<file path="src/rtl/mux2_arb_if.sv">
// rtl/mux2_arb_if.sv - request/grant bundle between two producers and the mux2 select arbiter
interface mux2_arb_if #(
    parameter int HOLD_W = 4
);
    logic              req1;
    logic              req2;
    logic              done;
    logic              gnt1;
    logic              gnt2;
    logic              sel;
    logic [HOLD_W-1:0] hold_cnt;
    logic              preempt;

    modport master (
        input  req1, req2, done,
        output gnt1, gnt2, sel, hold_cnt, preempt
    );

    modport slave (
        output req1, req2, done,
        input  gnt1, gnt2, sel, hold_cnt, preempt
    );
endinterface

</file>
<file path="src/rtl/mux2_arb.sv">
// rtl/mux2_arb.sv - two-requester round-robin arbiter with bounded tenure driving mux2 sel
module mux2_arb #(
    parameter int HOLD_W   = 4,
    parameter int MAX_HOLD = 8
) (
    input  logic       clk,
    input  logic       rst_n,
    mux2_arb_if.master bus
);
    if (MAX_HOLD < 0 || MAX_HOLD > (1 << HOLD_W) - 1) begin : g_bad_max_hold
        $error("mux2_arb: MAX_HOLD out of range for HOLD_W");
    end

    typedef enum logic [1:0] {
        IDLE = 2'd0,
        G1   = 2'd1,
        G2   = 2'd2
    } state_t;

    state_t            state_q, state_d, arb_pick;
    logic              last2_q, last2_d;
    logic              sel_q, sel_d;
    logic              preempt_q, preempt_d;
    logic [HOLD_W-1:0] hold_q, hold_d;
    logic              cur_req, oth_req, hit_max, rel, tenure_end;

    always_comb begin
        cur_req = 1'b0;
        oth_req = 1'b0;
        case (state_q)
            G1: begin
                cur_req = bus.req1;
                oth_req = bus.req2;
            end
            G2: begin
                cur_req = bus.req2;
                oth_req = bus.req1;
            end
            default: ;
        endcase

        // Timeout only rotates when there is someone to rotate to.
        hit_max    = (MAX_HOLD != 0) && (hold_q == HOLD_W'(MAX_HOLD - 1)) && oth_req;
        rel        = !cur_req || bus.done;
        tenure_end = (state_q != IDLE) && (rel || hit_max);
        last2_d    = tenure_end ? (state_q == G2) : last2_q;

        if (bus.req1 && bus.req2) begin
            arb_pick = last2_d ? G1 : G2;
        end else if (bus.req1) begin
            arb_pick = G1;
        end else if (bus.req2) begin
            arb_pick = G2;
        end else begin
            arb_pick = IDLE;
        end

        state_d = (state_q == IDLE || tenure_end) ? arb_pick : state_q;

        if (state_d == IDLE || state_q == IDLE || tenure_end) begin
            hold_d = '0;
        end else if (hold_q == '1) begin
            hold_d = hold_q;
        end else begin
            hold_d = hold_q + HOLD_W'(1);
        end

        case (state_d)
            G1:      sel_d = 1'b0;
            G2:      sel_d = 1'b1;
            default: sel_d = sel_q;
        endcase

        preempt_d = tenure_end && !rel;
    end

    always_ff @(posedge clk) begin
        if (!rst_n) begin
            state_q   <= IDLE;
            last2_q   <= 1'b1;
            sel_q     <= 1'b0;
            hold_q    <= '0;
            preempt_q <= 1'b0;
        end else begin
            state_q   <= state_d;
            last2_q   <= last2_d;
            sel_q     <= sel_d;
            hold_q    <= hold_d;
            preempt_q <= preempt_d;
        end
    end

    assign bus.gnt1     = (state_q == G1);
    assign bus.gnt2     = (state_q == G2);
    assign bus.sel      = sel_q;
    assign bus.hold_cnt = hold_q;
    assign bus.preempt  = preempt_q;
endmodule

</file>
<file path="src/flat_wrapper.sv">
// flat-port wrapper written by rule: the top's interface ports become plain ports
module mux2_arb_flat 
#(
    parameter int HOLD_W   = 4,
    parameter int MAX_HOLD = 8
)
  (clk, rst_n, bus_req1, bus_req2, bus_done, bus_gnt1, bus_gnt2, bus_sel, bus_hold_cnt, bus_preempt);
  mux2_arb_if #(.HOLD_W(HOLD_W)) bus_i ();
  input  logic clk;
  input  logic rst_n;
  input wire logic [$bits(bus_i.req1)-1:0] bus_req1;
  input wire logic [$bits(bus_i.req2)-1:0] bus_req2;
  input wire logic [$bits(bus_i.done)-1:0] bus_done;
  output wire logic [$bits(bus_i.gnt1)-1:0] bus_gnt1;
  output wire logic [$bits(bus_i.gnt2)-1:0] bus_gnt2;
  output wire logic [$bits(bus_i.sel)-1:0] bus_sel;
  output wire logic [$bits(bus_i.hold_cnt)-1:0] bus_hold_cnt;
  output wire logic [$bits(bus_i.preempt)-1:0] bus_preempt;
  assign bus_i.req1 = bus_req1;
  assign bus_i.req2 = bus_req2;
  assign bus_i.done = bus_done;
  assign bus_gnt1 = bus_i.gnt1;
  assign bus_gnt2 = bus_i.gnt2;
  assign bus_sel = bus_i.sel;
  assign bus_hold_cnt = bus_i.hold_cnt;
  assign bus_preempt = bus_i.preempt;
  mux2_arb #(.HOLD_W(HOLD_W), .MAX_HOLD(MAX_HOLD)) u_core (.clk(clk), .rst_n(rst_n), .bus(bus_i));
endmodule
</file>
<file path="config.mk">
export PLATFORM = sky130hd
export DESIGN_NAME = mux2_arb_flat
export DESIGN_NICKNAME = d
export VERILOG_FILES = /design/src/rtl/mux2_arb_if.sv /design/src/rtl/mux2_arb.sv /design/src/flat_wrapper.sv
export SDC_FILE = /design/constraint.sdc
export NUM_CORES = 1
export LEC_CHECK = 0
export CORE_MARGIN = 4
export CORE_UTILIZATION = 40
export DETAILED_ROUTE_END_ITERATION = 12
export PLACE_DENSITY = 0.65
export SLEW_MARGIN = 30
export SYNTH_ARGS = -nofsm -noshare
export SYNTH_HDL_FRONTEND = slang
export SYNTH_SLANG_ARGS = --single-unit
</file>
<file path="constraint.sdc">
create_clock -name clk -period 2.96 [get_ports clk]
set_clock_uncertainty 0.15 [all_clocks]
set_input_delay 0.296 -clock clk [delete_from_list [all_inputs] [get_ports clk]]
set_output_delay 0.296 -clock clk [all_outputs]
set_load 0.02 [all_outputs]
</file>
==> results.sh <==
export IMPL_synthAdderAreaFrac=0.126
export IMPL_slowest_stage="or3_4"
export IMPL_nets=85
export IMPL_path_cells="inv_1 > ha_1 > and2b_1 > o211a_1 > o311ai_4 > o211ai_1 > ha_1 > or3_4 > nor3_1"
export IMPL_hold_path_class="reg -> reg"
export IMPL_path_class="reg -> reg"
export IMPL_cp_arrival_ns=2.80
export IMPL_clockPowerShare=0.326
export IMPL_setup_tns_ns=0
export IMPL_drc=0
export IMPL_avgSynthCellArea_um2=10.5
export IMPL_grt_pass1_vias=423
export IMPL_first_pass_iters=2
export IMPL_cp_buffers_inverters=1
export IMPL_switching_share=0.298
export IMPL_gr_total_overflow=0
export IMPL_ys_seq_elements=9
export IMPL_cts_setup_buffers=0
export IMPL_layout_drive_gt1_share=0.164
export IMPL_cts_root_buf="clkbuf_4"
export IMPL_p_leak_nw=0.357
export IMPL_clk_latency_ns=0.27
export IMPL_die_w_um=46.7
export IMPL_ant_nets=0
export IMPL_clkTransAtPathRegs_ns=0.07
export IMPL_routed_wl_um=1190
export IMPL_utilization=0.566
export IMPL_synth_xor_xnor_area_share=0.0146
export IMPL_crit_family="simple AND/OR/NAND/NOR gates"
export IMPL_fmax_mhz=363
export IMPL_end_kind="flop"
export IMPL_cap_violations=0
export IMPL_setup_ws_ns=0.208
export IMPL_num_vias=482
export IMPL_p_sw_w=0.0000880
export IMPL_path_max_fanout=6
export IMPL_cts_sink_count=9
export IMPL_layout_common_cells="clkdlybuf4s50_1 (12), dfxtp_1 (9), ha_1 (6)"
export IMPL_ir_worst_vdd_mv=0.254
export IMPL_final_common_cell="clkdlybuf4s50_1"
export IMPL_gp_congestion=0.712
export IMPL_ios=13
export IMPL_antenna_found_initial=0
export IMPL_cts_max_level=1
export IMPL_ctsResizeCount=0
export IMPL_core_area_um2=1350
export IMPL_grt_pass1_wl_um=1860
export IMPL_cp_start_kind="flop"
export IMPL_fin_crit_ns=2.75
export IMPL_place_ws_ns=0.106
export IMPL_power_frac_seq=0.435
export IMPL_layoutNonFillerInstCount=88
export IMPL_cts_buffers=3
export IMPL_yosysSeqAreaShare=0.301
export IMPL_worst_pin_slew_ns=0.340
export IMPL_path_common_cell="ha_1"
export IMPL_muxShareOfSynthArea=0.0502
export IMPL_synth_compound_area_frac=0.262
export IMPL_vias_per_cell=5.48
export IMPL_finalHoldViolCount=0
export IMPL_start_util=0.443
export IMPL_cts_hold_buf=0
export IMPL_combPwrFrac=0.238
export IMPL_grtUsageTotal=0.124
export IMPL_setup_violations=0
export IMPL_insertedDiodeCount=0
export IMPL_clockBufferDepth=2
export IMPL_placement_io_buffers=12
export IMPL_dp_cells=84
export IMPL_status="complete, no violations"
export IMPL_dp_hpwl_um=934
export IMPL_slowest_delay_ns=0.41
export IMPL_synth_cell_types=29
export IMPL_fp_row_count=13
export IMPL_power_internal_w=0.000208
export IMPL_synth_top_family_by_area="compound AO/OA/AOI/OAI gates"
export IMPL_die_h_um=46.7
export IMPL_drtIter0Drc=8
export IMPL_dieArea_um2=2180
export IMPL_ys_warn_count=0
export IMPL_netlist_instances=57
export IMPL_grt_start_max_net_pins=8
export IMPL_min_period_over_period=0.930
export IMPL_rsz0062_at_grt="false"
export IMPL_synth_simple_gate_area_frac=0.215
export IMPL_wl_per_cell_um=13.5
export IMPL_slew_headroom=0.773
export IMPL_cts_tree="built"
export IMPL_cellPowerDensity_nw_per_um2=387
export IMPL_syn_area_um2=598
export IMPL_syn_nets=68
export IMPL_maxSlewViolCount=0
export IMPL_area_growth_pct=27.8
export IMPL_cp_required_ns=3.01
[final timing paths]
check	start	end	slack, ns	depth (start not counted)
setup reg to reg	u_core.state_q[0]$_SDFF_PN0_	u_core.bus.hold_cnt[3]$_SDFFE_PP0P_	0.21	9
hold / removal	u_core.bus.sel$_SDFFE_PN0P_	u_core.bus.sel$_SDFFE_PN0P_	0.37	2
setup / recovery	u_core.state_q[0]$_SDFF_PN0_	u_core.bus.hold_cnt[3]$_SDFFE_PP0P_	0.21	9
hold reg to reg	u_core.bus.sel$_SDFFE_PN0P_	u_core.bus.sel$_SDFFE_PN0P_	0.37	2
[final cells by class]
class	instances	area, µm²
Tap cell	15	18.8
Timing Repair Buffer	12	120
Clock buffer	3	22.5
Fill cell	123	586
Clock inverter	1	5.00
Sequential cell	9	180
Multi-Input combinational cell	43	399
Inverter	5	18.8
[power by group through the flow]
stage / combinational (W) / sequential (W) / clock [W]
finish: 0.0000705 / 0.000129 / 0.0000964
global route: 0.0000760 / 0.000129 / 0.000109
CTS: 0.0000701 / 0.000129 / 0.000102
detailed placement: 0.0000700 / 0.000132 / 0
global placement: 0.0000700 / 0.000132 / 0
floorplan: 0.0000479 / 0.000132 / 0
[cells by family after synthesis]
logic type | count (synthesis)
flip-flops | 9
adder cells (fa/ha/maj) | 6
XOR/XNOR | 1
multiplexers | 3
AND/OR/NAND/NOR | 20
buffers and inverters | 5
AO/OA/AOI/OAI | 13
[sequential cells by signal (all words and copies together) (netlist names)]
register and count:
u_core.bus.preempt 1, u_core.bus.sel 1, u_core.bus.hold_cnt 4, u_core.last2_q 1
u_core.state_q 2
[per-stage QoR]
stage	cell area, µm²	hold slack [ns]	power [W]
2_1_floorplan	598	0.253	0.000180
3_3_place_gp	737	0.338	0.000202
3_5_place_dp	737	0.339	0.000202
4_1_cts	764	0.369	0.000301
5_1_grt	764	0.406	0.000315
6_report	764	0.365	0.000296
[routing by layer]
metal  routed length (µm)  track usage  part of all wire  vias up
li1                     -            -                 -      248
met1                  602        0.164              0.51      223
met2                  517        0.181              0.44        9
met3                   58       0.0586             0.049        2
met4                    8       0.0331            0.0067        0
met5                    0            0                 0        -
[tightest hold or removal path, cell delays in order (launching register included)]
cell and delay (ns):
dfxtp_1 0.33, mux2i_1 0.07, nor2_1 0.08
[cell usage after synthesis (all sizes together)]
| master | n | area share |
|---|---|---|
| dfxtp | 9 | 0.30 |
| ha | 6 | 0.13 |
| inv | 5 | 0.031 |
| nor2 | 5 | 0.031 |
| mux2i | 3 | 0.050 |
| a31oi | 2 | 0.021 |
| nand2 | 2 | 0.013 |
| nand2b | 2 | 0.021 |
| nand3 | 2 | 0.017 |
| nor3 | 2 | 0.017 |
| o2111ai | 2 | 0.059 |
| a22o | 1 | 0.017 |
| a22oi | 1 | 0.036 |
| a311oi | 1 | 0.015 |
| a31o | 1 | 0.015 |
| and2b | 1 | 0.013 |
| nand3b | 1 | 0.013 |
| nand4 | 1 | 0.010 |
| nand4b | 1 | 0.040 |
| nor3b | 1 | 0.013 |
| o2111a | 1 | 0.019 |
| o211a | 1 | 0.017 |
| o211ai | 1 | 0.013 |
| o21ai | 1 | 0.0084 |
| o311ai | 1 | 0.044 |
| or2 | 1 | 0.010 |
| or3 | 1 | 0.019 |
| xnor2 | 1 | 0.015 |
(Power assumes the default switching activity.)
